==> config.mk <==
export PLATFORM = sky130hd
export DESIGN_NAME = param_sync_fifo
export DESIGN_NICKNAME = d
export VERILOG_FILES = /design/src/rtl/fifo_pkg.sv /design/src/rtl/fifo_wrap_ptr.sv /design/src/rtl/param_sync_fifo.sv
export SDC_FILE = /design/constraint.sdc
export NUM_CORES = 1
export LEC_CHECK = 0
export CAP_MARGIN = 40
export CORE_MARGIN = 1
export CORE_UTILIZATION = 58
export DETAILED_ROUTE_END_ITERATION = 6
export PLACE_DENSITY = 0.79
export SETUP_SLACK_MARGIN = 0.2
export SLEW_MARGIN = 15
export SYNTH_ARGS = -nofsm -noshare
export SYNTH_HDL_FRONTEND = slang
export SYNTH_SLANG_ARGS = --single-unit
==> constraint.sdc <==
create_clock -name clk -period 3.4 [get_ports clk]
set_input_delay 1.02 -clock clk [delete_from_list [all_inputs] [get_ports clk]]
set_output_delay 1.02 -clock clk [all_outputs]
set_load 0.1 [all_outputs]
==> src/rtl/fifo_pkg.sv <==
// Shared types and sizing helpers for the synchronous FIFO slice.
package fifo_pkg;

    typedef struct packed {
        logic full;
        logic empty;
        logic almost_full;
        logic almost_empty;
        logic overflow;
        logic underflow;
    } fifo_status_t;

    function automatic int countWidth(input int depth);
        return $clog2(depth + 1);
    endfunction

    function automatic int ptrWidth(input int depth);
        return (depth > 1) ? $clog2(depth) : 1;
    endfunction

endpackage

==> src/rtl/fifo_wrap_ptr.sv <==
// Modulo-DEPTH pointer: counts 0..DEPTH-1 and wraps, with a synchronous clear.
module fifo_wrap_ptr #(
    parameter int DEPTH = 8,
    parameter int PW    = 3
) (
    input  logic          clk,
    input  logic          rst,
    input  logic          clear,
    input  logic          inc,
    output logic [PW-1:0] ptr
);

    // Wrap explicitly so non-power-of-two depths never index past the array.
    always_ff @(posedge clk) begin
        if (rst || clear) begin
            ptr <= '0;
        end else if (inc) begin
            ptr <= (ptr == PW'(DEPTH - 1)) ? '0 : ptr + PW'(1);
        end
    end

endmodule

==> src/rtl/param_sync_fifo.sv <==
// Single-clock FIFO with optional first-word-fall-through read, threshold flags
// and sticky overflow/underflow indicators.
module param_sync_fifo
    import fifo_pkg::*;
#(
    parameter int WIDTH     = 17,
    parameter int DEPTH     = 8,
    parameter int FWFT      = 0,
    parameter int AF_THRESH = DEPTH - 1,
    parameter int AE_THRESH = 1
) (
    input  logic                       clk,
    input  logic                       rst,
    input  logic                       flush,
    input  logic                       wr_en,
    input  logic [WIDTH-1:0]           wr_data,
    input  logic                       rd_en,
    output logic [WIDTH-1:0]           rd_data,
    output logic                       rd_valid,
    output logic                       full,
    output logic                       empty,
    output logic                       almost_full,
    output logic                       almost_empty,
    output logic [$clog2(DEPTH+1)-1:0] count,
    output logic                       overflow,
    output logic                       underflow
);

    localparam int CW = countWidth(DEPTH);
    localparam int PW = ptrWidth(DEPTH);

    if (WIDTH < 1) begin : gBadWidth
        $error("param_sync_fifo: WIDTH must be >= 1");
    end
    if (DEPTH < 2) begin : gBadDepth
        $error("param_sync_fifo: DEPTH must be >= 2");
    end
    if (FWFT != 0 && FWFT != 1) begin : gBadFwft
        $error("param_sync_fifo: FWFT must be 0 or 1");
    end
    if (AF_THRESH < 1 || AF_THRESH > DEPTH) begin : gBadAf
        $error("param_sync_fifo: AF_THRESH must be in 1..DEPTH");
    end
    if (AE_THRESH < 0 || AE_THRESH > DEPTH - 1) begin : gBadAe
        $error("param_sync_fifo: AE_THRESH must be in 0..DEPTH-1");
    end

    logic [WIDTH-1:0] mem [DEPTH];
    logic [PW-1:0]    wrPtr;
    logic [PW-1:0]    rdPtr;
    logic             rdAccept;
    logic             wrAccept;
    logic             overflowReg;
    logic             underflowReg;
    fifo_status_t     status;

    // A read frees a slot in the same cycle, so a full FIFO can still take a write.
    assign rdAccept = rd_en && !status.empty && !flush;
    assign wrAccept = wr_en && !flush && (!status.full || rdAccept);

    fifo_wrap_ptr #(.DEPTH(DEPTH), .PW(PW)) uWrPtr (
        .clk   (clk),
        .rst   (rst),
        .clear (flush),
        .inc   (wrAccept),
        .ptr   (wrPtr)
    );

    fifo_wrap_ptr #(.DEPTH(DEPTH), .PW(PW)) uRdPtr (
        .clk   (clk),
        .rst   (rst),
        .clear (flush),
        .inc   (rdAccept),
        .ptr   (rdPtr)
    );

    always_ff @(posedge clk) begin
        if (wrAccept) begin
            mem[wrPtr] <= wr_data;
        end
    end

    always_ff @(posedge clk) begin
        if (rst || flush) begin
            count <= '0;
        end else if (wrAccept && !rdAccept) begin
            count <= count + CW'(1);
        end else if (rdAccept && !wrAccept) begin
            count <= count - CW'(1);
        end
    end

    always_ff @(posedge clk) begin
        if (rst || flush) begin
            overflowReg  <= 1'b0;
            underflowReg <= 1'b0;
        end else begin
            if (wr_en && status.full && !rdAccept) begin
                overflowReg <= 1'b1;
            end
            if (rd_en && status.empty) begin
                underflowReg <= 1'b1;
            end
        end
    end

    always_comb begin
        status              = '0;
        status.full         = (count == CW'(DEPTH));
        status.empty        = (count == '0);
        status.almost_full  = (count >= CW'(AF_THRESH));
        status.almost_empty = (count <= CW'(AE_THRESH));
        status.overflow     = overflowReg;
        status.underflow    = underflowReg;
    end

    assign full         = status.full;
    assign empty        = status.empty;
    assign almost_full  = status.almost_full;
    assign almost_empty = status.almost_empty;
    assign overflow     = status.overflow;
    assign underflow    = status.underflow;

    // An empty FWFT FIFO presents zero rather than stale, unreset storage.
    if (FWFT != 0) begin : gFwft
        assign rd_data  = status.empty ? '0 : mem[rdPtr];
        assign rd_valid = !status.empty;
    end else begin : gRegRead
        always_ff @(posedge clk) begin
            if (rst) begin
                rd_data  <= '0;
                rd_valid <= 1'b0;
            end else begin
                rd_valid <= rdAccept;
                if (rdAccept) begin
                    rd_data <= mem[rdPtr];
                end
            end
        end
    end

endmodule
Yosys cells after proc, flatten, opt, wreduce, memory -nomap -nowiden
Memory sizes are Yosys's and may differ from the RTL's. A register that Yosys moved wholly into a read port is not among the register bits.
Cells that the tools add are included.
- bits in registers: 13
- bits in writable memories: 136
- logic and storage cells: 40
- memories: 1
- memory list (name ; words ; width ; read ports ; clocked after Yosys merged registers in ; write ports ; RTL line ; RTL):
    mem ; 8 ; 17 ; 1 ; 1 ; 1 ; param_sync_fifo.sv:48 ; logic [WIDTH-1:0] mem [DEPTH];
- add/subtract/negate cells: 4
- $lt $le $gt $ge: 2
- equality and inequality tests: 3
- muxes and demuxes: 6
- reduce and logical (&&, ||, !) cells: 18
- operators by type and width (cell ; count):
    1-bit logical AND ; 9
    4-bit 2-to-1 mux ; 2
    3-bit by 1-bit adder with 3-bit output, second input constant ; 2
    3-bit == test, second input constant ; 2
    3-bit 2-to-1 mux ; 2
    1-bit logical NOT ; 5
    4-bit by 1-bit adder with 4-bit output, second input constant ; 1
    4-bit == test, second input constant ; 1
    4-bit by 3-bit >= comparator with 1-bit output, second input constant ; 1
    4-bit by 1-bit <= comparator with 1-bit output, second input constant ; 1
    4-bit logical NOT ; 1
    4-bit by 1-bit subtractor with 4-bit output, second input constant ; 1
    1-bit logical OR ; 2
    1-bit 2-to-1 mux ; 2
    2-bit nonzero test ; 1

Depth between registers and ports, before layout
Gate-level depths: netlist of run 1.
- depth after elaboration: 10
- gate-level depth with buffers: 11
- mapped depth without buffers: 10

Cells and area by module
A second synthesis of run 1 with hierarchy kept.
- cell total of the unflattened synthesis: 376
- area, all modules: 6443.7 sq um
- modules (own cells, without submodules) (module ; times used ; cells each ; area an instance (sq um) ; sequential area each (sq um)):
    param_sync_fifo ; 1 ; 350 ; 6145.9 ; 4564.4
    fifo_wrap_ptr ; 2 ; 13 ; 148.9 ; 60.1

Least setup slack after synthesis of run 1
OpenSTA, ideal clock, no wires.
- kind: register to output
- from: register count[0]
- to: output almost_empty
- arrival: 3369 ps
- slack: -989 ps
- stages on the path, launching flop included: 4
- path buffers: 0
- path through: dfxtp_1 > ha_1 > nor2_1 > nor3_1
- word-level cells in the longest chain between the ends: 1
- ends and longest elaborated chain (item ; RTL line ; RTL):
    from (decl) ; param_sync_fifo.sv:24 ; output logic [$clog2(DEPTH+1)-1:0] count,
    from (signal assigned) ; param_sync_fifo.sv:87 ; count <= count + CW'(1);
    from (signal assigned) ; param_sync_fifo.sv:89 ; count <= count - CW'(1);
    4-bit by 1-bit <= comparator with 1-bit output ; param_sync_fifo.sv:112 ; status.almost_empty = (count <= CW'(AE_THRESH));
    to (decl) ; param_sync_fifo.sv:23 ; output logic almost_empty,
Every way passes these cells.

Worst setup path in the final report of run 1
- from: register count[1]
- to: output empty
- word-level cells in the longest chain between the ends: 1
- ends and longest elaborated chain (item ; RTL line ; RTL):
    4-bit logical NOT ; param_sync_fifo.sv:110 ; status.empty = (count == '0);
    to (decl) ; param_sync_fifo.sv:21 ; output logic empty,
Every way passes these cells.

==> flow_summary.toml, run 1 <==
[layout]
synthToLayoutAreaGrowth_pct = 18.2
multi_input_area_um2 = 1880
final_layout_size_suffix_gt1_frac = 0.343
final_common_cell = "edfxtp_1"
fin_nets = 472
nFillCells = 693
num_antenna_cells = 0
final_cell_mix = "edfxtp_1 (136), buf_4 (46), mux2i_1 (39), nor2_1 (32), dfxtp_1 (27)"
register_area_um2 = 4690

[clock_tree]
clockBufferDepth = 2
clk_pin_slew_ns = 0.06
clock-sinks = 166
cts_tree = "built"
cts_resized = 0
htreeDepth = 4
cts_setup_buffers = 0
numCtsBuffers = 17
hold_buffers = 0
cts_root_buf = "clkbuf_16"
clk_latency_ns = 0.41

[synthesis]
synth-seq-cells = 166
syn-num-nets = 406
synth_cell_types = 38
syn_area_um2 = 6710
synthCells = 376
synth_warnings = 0
ys_seq_area_frac = 0.699
synth.avg_cell_area_um2 = 17.8

[floorplanning]
die_w_um = 110
core-area_um2 = 11000
ios = 50
start_util = 0.608
die_area_um2 = 12000
rows = 38
die_h_um = 110

[global_route]
grt_pass1_wl_um = 18900
grt_usage = 0.230
grt_pass1_vias = 3476
grt_max_degree = 27
grt_antenna_before_repair = 0
overflow = 0

[timing]
min_period_ns = 2.74
rsz0062_at_grt = "false"
clock_skew_ns = 0.00824
setup_viol = 0
period_share = 0.806
hold_viol = 0
fmax_mhz = 365
fin_worst_hold_slack_ns = 0.473
worst_slew_pin_slew_ns = 0.809
slew_headroom = 0.461
fin_tns_setup_ns = 0
final_max_slew_viol_count = 0

[critical_path]
cp-start-kind = "flip-flop"
crit_type = "reg -> out"
worstPathRequired_ns = 2.38
arrival_ns = 1.72
worstSetupStartpoint = "count[1]"
rr_startpoint = "count[0]"
critPathCaptureType = "output port"
critPathMaxFanout = 6

[detailed_routing]
drc = 0
num_vias = 3496
first_pass_iters = 4
wl_per_cell_um = 20.9
routed_via_density = 5.88
drt-initial-drc-count = 231
wl_um = 12400
ant_nets = 0

[placement]
place_congestion = 0.781
dpl.hpwl_um = 7330
io_buffers = 49

[worst_hold_path]
hp-class = "reg -> reg"
worstHoldStart = "overflow"

[run_status]
status = "completed"

[pwr]
ir_drop_v = 0.000370
power_density_nw_per_um2 = 567
p_leak_uw = 0.00264

[flow_run]
cap_violations = 0
==> critical path: stages, from the launching register on <==
cell     delay (ns)
dfxtp_2        0.35
inv_1          0.08
ha_1           0.21
nor3b_4        0.32
buf_4          0.35
==> registers in the layout (all words and copies together), names as in the netlist <==
signal	count
count	4
uWrPtr.ptr	3
rd_valid	1
overflow	1
mem	136
rd_data	17
underflow	1
uRdPtr.ptr	3
==> power by group <==
part | switching, µW | total, µW | internal, µW
Clock | 710 | 1850 | 1140
Sequential | 19.5 | 2250 | 2230
Combinational | 281 | 396 | 115
==> logic make-up (layout without fill, tap and decap cells) <==
family,after synthesis,count (layout),synth area share
compound gates,44,44,0.0668
xor+xnor,3,3,0.00392
fa+ha+maj,8,8,0.0149
buf+inv,25,104,0.0248
flops,166,166,0.699
mux,56,56,0.115
simple gates,74,74,0.0756
==> Yosys cell counts <==
master	instances	area (µm²)
a211oi_2	17	213
a21o_2	1	8.76
a21oi_1	6	30.0
a21oi_4	1	16.3
a31oi_1	1	6.26
and3b_4	1	12.5
buf_2	8	40.0
buf_4	3	22.5
buf_6	5	56.3
buf_8	1	15.0
clkbuf_1	2	7.51
clkbuf_2	2	10.0
dfxtp_1	30	601
edfxtp_1	136	4080
ha_1	8	100
inv_1	2	7.51
inv_2	2	7.51
mux2i_1	39	390
mux4_2	17	383
nand2_1	3	11.3
nand2_4	1	11.3
nand2b_1	2	12.5
nand2b_4	2	27.5
nand4_1	1	6.26
nor2_1	32	120
nor3_1	3	15.0
nor3_2	17	170
nor3_4	1	16.3
nor3b_2	5	62.6
o21ai_0	1	5.00
o22ai_1	7	43.8
o22ai_2	10	125
or2_1	2	12.5
or3_1	2	12.5
or3b_1	1	8.76
or4_1	1	7.51
xnor2_1	1	8.76
xor2_1	2	17.5
==> layout make-up <==
class | count | share of cell area
tap | 140 | 0.0221
multi-input combinational | 185 | 0.238
clock inverter | 9 | 0.0128
timing repair buffer | 68 | 0.0736
sequential | 166 | 0.592
inverter | 4 | 0.00190
clock buffer | 23 | 0.0603
==> per-stage QoR <==
step | utilization | instance area (µm²) | worst slack (ns) | std cells | power, µW
2_1_floorplan | - | 6740 | 0.244 | 376 | 2580
3_3_place_gp | 0.663 | 7320 | 0.356 | 562 | 2670
3_5_place_dp | 0.666 | 7340 | 0.308 | 563 | 2690
4_1_cts | 0.718 | 7920 | 0.628 | 595 | 4520
5_1_grt | 0.718 | 7920 | 0.578 | 595 | 4630
6_report | 0.718 | 7920 | 0.659 | 595 | 4490
==> final timing paths <==
kind              end  slack, ns  cells past startpoint
min          overflow       0.47                      2
max             empty       0.66                      4
min reg2reg  overflow       0.47                      2
max reg2reg  count[3]       1.17                     10
==> metal layers <==
layer  vias to the layer above  GRT usage  share of wire
met5                         -          0              0
met3                        14     0.0480          0.080
li1                       1608          -              -
met1                      1734      0.299           0.39
met2                       140      0.374           0.51
met4                         0      0.107          0.013
Note: power is estimated with default switching activity, not from simulation.
==> inputs of run 2 (changes only) <==
CORE_UTILIZATION = 52   (was 58)
PLACE_DENSITY = 0.75   (was 0.79)
clock period = 2.5 ns   (was 3.4 ns; I/O delays follow)
==> flow_summary.toml, run 2 (synthesis gave the netlist of run 1 again) <==
[timing]
period_share = 0.890
min_period_ns = 2.23
rsz0062_at_grt = "false"
hold_viol = 0
slew_headroom = 0.602
clock_skew_ns = 0.00659
setup_viol = 0
final_max_slew_viol_count = 0
worst_slew_pin_slew_ns = 0.596
fmax_mhz = 449
layout_setup_ws_ns = 0.275
fin_tns_setup_ns = 0

[layout]
final_layout_size_suffix_gt1_frac = 0.385
regMostFlops = "mem"
nFillCells = 898
num_antenna_cells = 0
final_cell_mix = "edfxtp_1 (136), buf_4 (50), mux2i_1 (39), nor2_1 (30), dfxtp_1 (25)"
final_common_cell = "edfxtp_1"
synthToLayoutAreaGrowth_pct = 23.3
final_core_util = 0.655
reg_top3 = "mem: 136 flops, rd_data: 17 flops, count: 4 flops"
layout.cells.non_filler = 640
largest_reg_flops = 136
fin_nets = 485

[floorplanning]
start_util = 0.531
ios = 50
core-area_um2 = 12600
die_area_um2 = 13400
rows = 41
die_w_um = 116
die_h_um = 116

[placement]
post-place-ws_ns = -0.153
dp.cells = 604
place_congestion = 0.725
dpl.hpwl_um = 8160
io_buffers = 49

[global_route]
overflow = 0
grt_max_degree = 31
grt_antenna_before_repair = 0
grt_pass1_vias = 3641
grt_usage = 0.213
grt_pass1_wl_um = 19800

[detailed_routing]
first_pass_iters = 5
ant_nets = 0
num_vias = 3509
wl_um = 12900
routed_via_density = 5.48
drt-initial-drc-count = 155
drc = 0
wl_per_cell_um = 20.1

[critical_path]
critPathCaptureType = "flip-flop"
worstSetupStartpoint = "count[0]"
arrival_ns = 2.52
worstPathRequired_ns = 2.80
rr_startpoint = "count[0]"
crit_type = "reg -> reg"
cp-start-kind = "flip-flop"
critPathMaxFanout = 6

[clock_tree]
numCtsBuffers = 17
clk_pin_slew_ns = 0.06
clk_latency_ns = 0.42
cts_tree = "built"
htreeDepth = 4
clockBufferDepth = 2
clock-sinks = 166
cts_root_buf = "clkbuf_16"

[worst_hold_path]
hp-class = "reg -> reg"
worstHoldStart = "underflow"

[pwr]
p_leak_uw = 0.00271
power.total_uw = 6190
power_density_nw_per_um2 = 748
ir_drop_v = 0.000512

[run_status]
status = "completed"

[flow_run]
cap_violations = 0
-- run 2: cell types whose count changed in the layout (fill, tap and decap cells not counted), sizes merged --
| cell | before | now |
|---|---|---|
| buf | 47 | 60 |
| clkbuf | 23 | 20 |
| clkinv | 6 | 4 |
| clkinvlp | 0 | 5 |
-- run 2: metal layers --
| metal | vias to the layer above | GRT usage | wire [µm] |
|---|---|---|---|
| met3 | 18 | 0.0539 | 685 |
| met1 | 1759 | 0.258 | 5240 |
| met5 | - | 0 | 0 |
| met4 | 0 | 0.103 | 263 |
| li1 | 1641 | - | - |
| met2 | 91 | 0.356 | 6700 |
-- run 2: layout make-up --
cell class	count	area (µm²)	share of cell area
clock buffers	20	457	0.0552
clock inverters	12	128	0.0154
inverters	4	17.5	0.00212
multi-input cells	185	1970	0.238
flip-flops and latches	166	4700	0.568
well taps	172	215	0.0260
repair buffers	81	786	0.0950
-- run 2: what timing repair did --
action                     4_1_cts  5_1_grt
hold buffers                     0        0
gates resized for setup          0        3
pin swaps                        0        3
setup endpoints to repair        1        1
setup buffers                    1        3
-- run 2: stage by stage --
stage / hold slack (ns) / area (µm²)
6_report: 0.484 / 8270
5_1_grt: 0.514 / 8270
4_1_cts: 0.486 / 8230
3_5_place_dp: 0.469 / 7640
3_3_place_gp: 0.460 / 7640
2_1_floorplan: 0.550 / 6820
-- run 2: worst max-delay path, cell delays in order (launching register included) --
cell	delay, ns
dfxtp_4	0.38
inv_2	0.05
ha_4	0.16
nor3b_4	0.16
buf_4	0.16
nor3_4	0.21
inv_2	0.08
ha_4	0.17
or4_4	0.43
a21oi_4	0.14
xnor2_1	0.12
nor2_1	0.05
-- run 2: report_power, final --
| part | total, µW | internal (µW) | switching, µW |
|---|---|---|---|
| clock | 2540 | 1520 | 1020 |
| sequential | 3050 | 3030 | 23.7 |
| combinational | 597 | 199 | 398 |
| total | 6190 | 4740 | 1440 |
-- run 2: path summary, 6_finish.rpt --
path,endpoint,slack [ns],cells after the start
max,count[3],0.27,11
min,underflow,0.48,2
max reg2reg,count[3],0.27,11
min reg2reg,underflow,0.48,2
==> inputs of run 3 (changes only) <==
RECOVER_POWER = 100   (was default)
SKIP_CTS_REPAIR_TIMING = 1   (was default)
==> flow_summary.toml, run 3 (synthesis gave the netlist of run 1 again) <==
[layout]
synthToLayoutAreaGrowth_pct = 19.5
register_area_um2 = 4700
final_cell_mix = "edfxtp_1 (136), mux2i_1 (39), nor2_1 (30), clkbuf_2 (28), dfxtp_1 (25)"
nFillCells = 945
regMostFlops = "mem"
largest_reg_flops = 136
final_common_cell = "edfxtp_1"
reg_top3 = "mem: 136 flops, rd_data: 17 flops, count: 4 flops"
fin_nets = 484
layout.cells.non_filler = 639
num_antenna_cells = 0
multi_input_area_um2 = 1870
final_layout_size_suffix_gt1_frac = 0.343

[pwr]
p_leak_uw = 0.00265
p_switching_uw = 1440
internal-power_uw = 4710
clockPowerShare = 0.414
comb_power_share = 0.090
ir_drop_v = 0.000522
p_seq_frac = 0.496
power_density_nw_per_um2 = 767
sw_frac_of_total = 0.234

[worst_hold_path]
hp-class = "reg -> reg"
holdPathStages = 2

[clock_tree]
clk_latency_ns = 0.43
clockBufferDepth = 2
clk_pin_slew_ns = 0.06
htreeDepth = 4
clock-sinks = 166
numCtsBuffers = 17
cts_tree = "built"
cts_root_buf = "clkbuf_16"

[run_status]
status = "completed"

[timing]
min_period_ns = 2.32
clock_skew_ns = 0.00863
period_share = 0.929
rsz0062_at_grt = "false"
slew_headroom = 0.552
worst_slew_pin_slew_ns = 0.673
hold_viol = 0
layout_setup_ws_ns = 0.177
fmax_mhz = 430
setup_viol = 0
final_max_slew_viol_count = 0

[flow_run]
cap_violations = 0

[floorplanning]
die_area_um2 = 13400
start_util = 0.531
ios = 50
die_w_um = 116
die_h_um = 116
core-area_um2 = 12600
rows = 41

[critical_path]
cp-start-kind = "flip-flop"
critPathCaptureType = "output port"
critPathMaxFanout = 6
arrival_ns = 1.57
crit_type = "reg -> out"
worstPathRequired_ns = 1.75
ff2ff_path_depth = 11

[detailed_routing]
drt-initial-drc-count = 219
wl_um = 12800
num_vias = 3527
wl_per_cell_um = 20.0
drc = 0
ant_nets = 0
routed_via_density = 5.52
first_pass_iters = 4

[placement]
io_buffers = 49
place_congestion = 0.725
dpl.hpwl_um = 8160
dp.cells = 604
post-place-ws_ns = -0.153

[global_route]
grt_pass1_wl_um = 19700
overflow = 0
grt_antenna_before_repair = 0
grt_pass1_vias = 3643
grt_max_degree = 31
grt_usage = 0.213
-- run 3: cell type report --
class / count / share of cell area
Inverter: 4 / 0.00219
Sequential cell: 166 / 0.587
Multi-Input combinational cell: 185 / 0.233
Clock buffer: 20 / 0.0570
Timing Repair Buffer: 80 / 0.0786
Tap cell: 172 / 0.0269
Clock inverter: 12 / 0.0159
-- run 3: per-layer routing --
layer | global-route usage | vias to the layer above | wire [µm]
met5 | 0 | - | 0
met4 | 0.103 | 0 | 294
met3 | 0.0539 | 19 | 438
met2 | 0.356 | 65 | 6600
met1 | 0.258 | 1802 | 5460
li1 | - | 1641 | -
-- run 3: worst paths after layout --
check | from | end | slack (ns)
worst min register to register | underflow | underflow | 0.48
worst max register to register | count[1] | count[3] | 0.26
worst min-delay path | underflow | underflow | 0.48
worst max-delay path | count[1] | full | 0.18
-- run 3: stage by stage --
step / setup TNS, ns / hold slack [ns] / util / total power, µW / area [µm²]
detailed placement: -6.93 / 0.469 / 0.605 / 3700 / 7640
finish: 0 / 0.479 / 0.635 / 6150 / 8010
CTS: 0 / 0.486 / 0.652 / 6230 / 8220
global placement: -3.53 / 0.460 / 0.605 / 3680 / 7640
floorplan: -1.37 / 0.550 / - / 3510 / 6820
global route: 0 / 0.513 / 0.635 / 6330 / 8010
-- run 3: worst max-delay path, cell delays in order (launching register included) --
cell and delay (ns):
dfxtp_4 0.37, inv_4 0.06, ha_4 0.14, and3b_4 0.23
clkbuf_4 0.34
-- run 3: power by group through the flow --
stage	Clock [µW]	Sequential (µW)	Combinational (µW)
after global routing	2700	3050	583
after detailed placement	0	3110	584
final	2540	3050	552
after global placement	0	3110	574
after CTS	2590	3050	586
after floorplan	0	3260	249
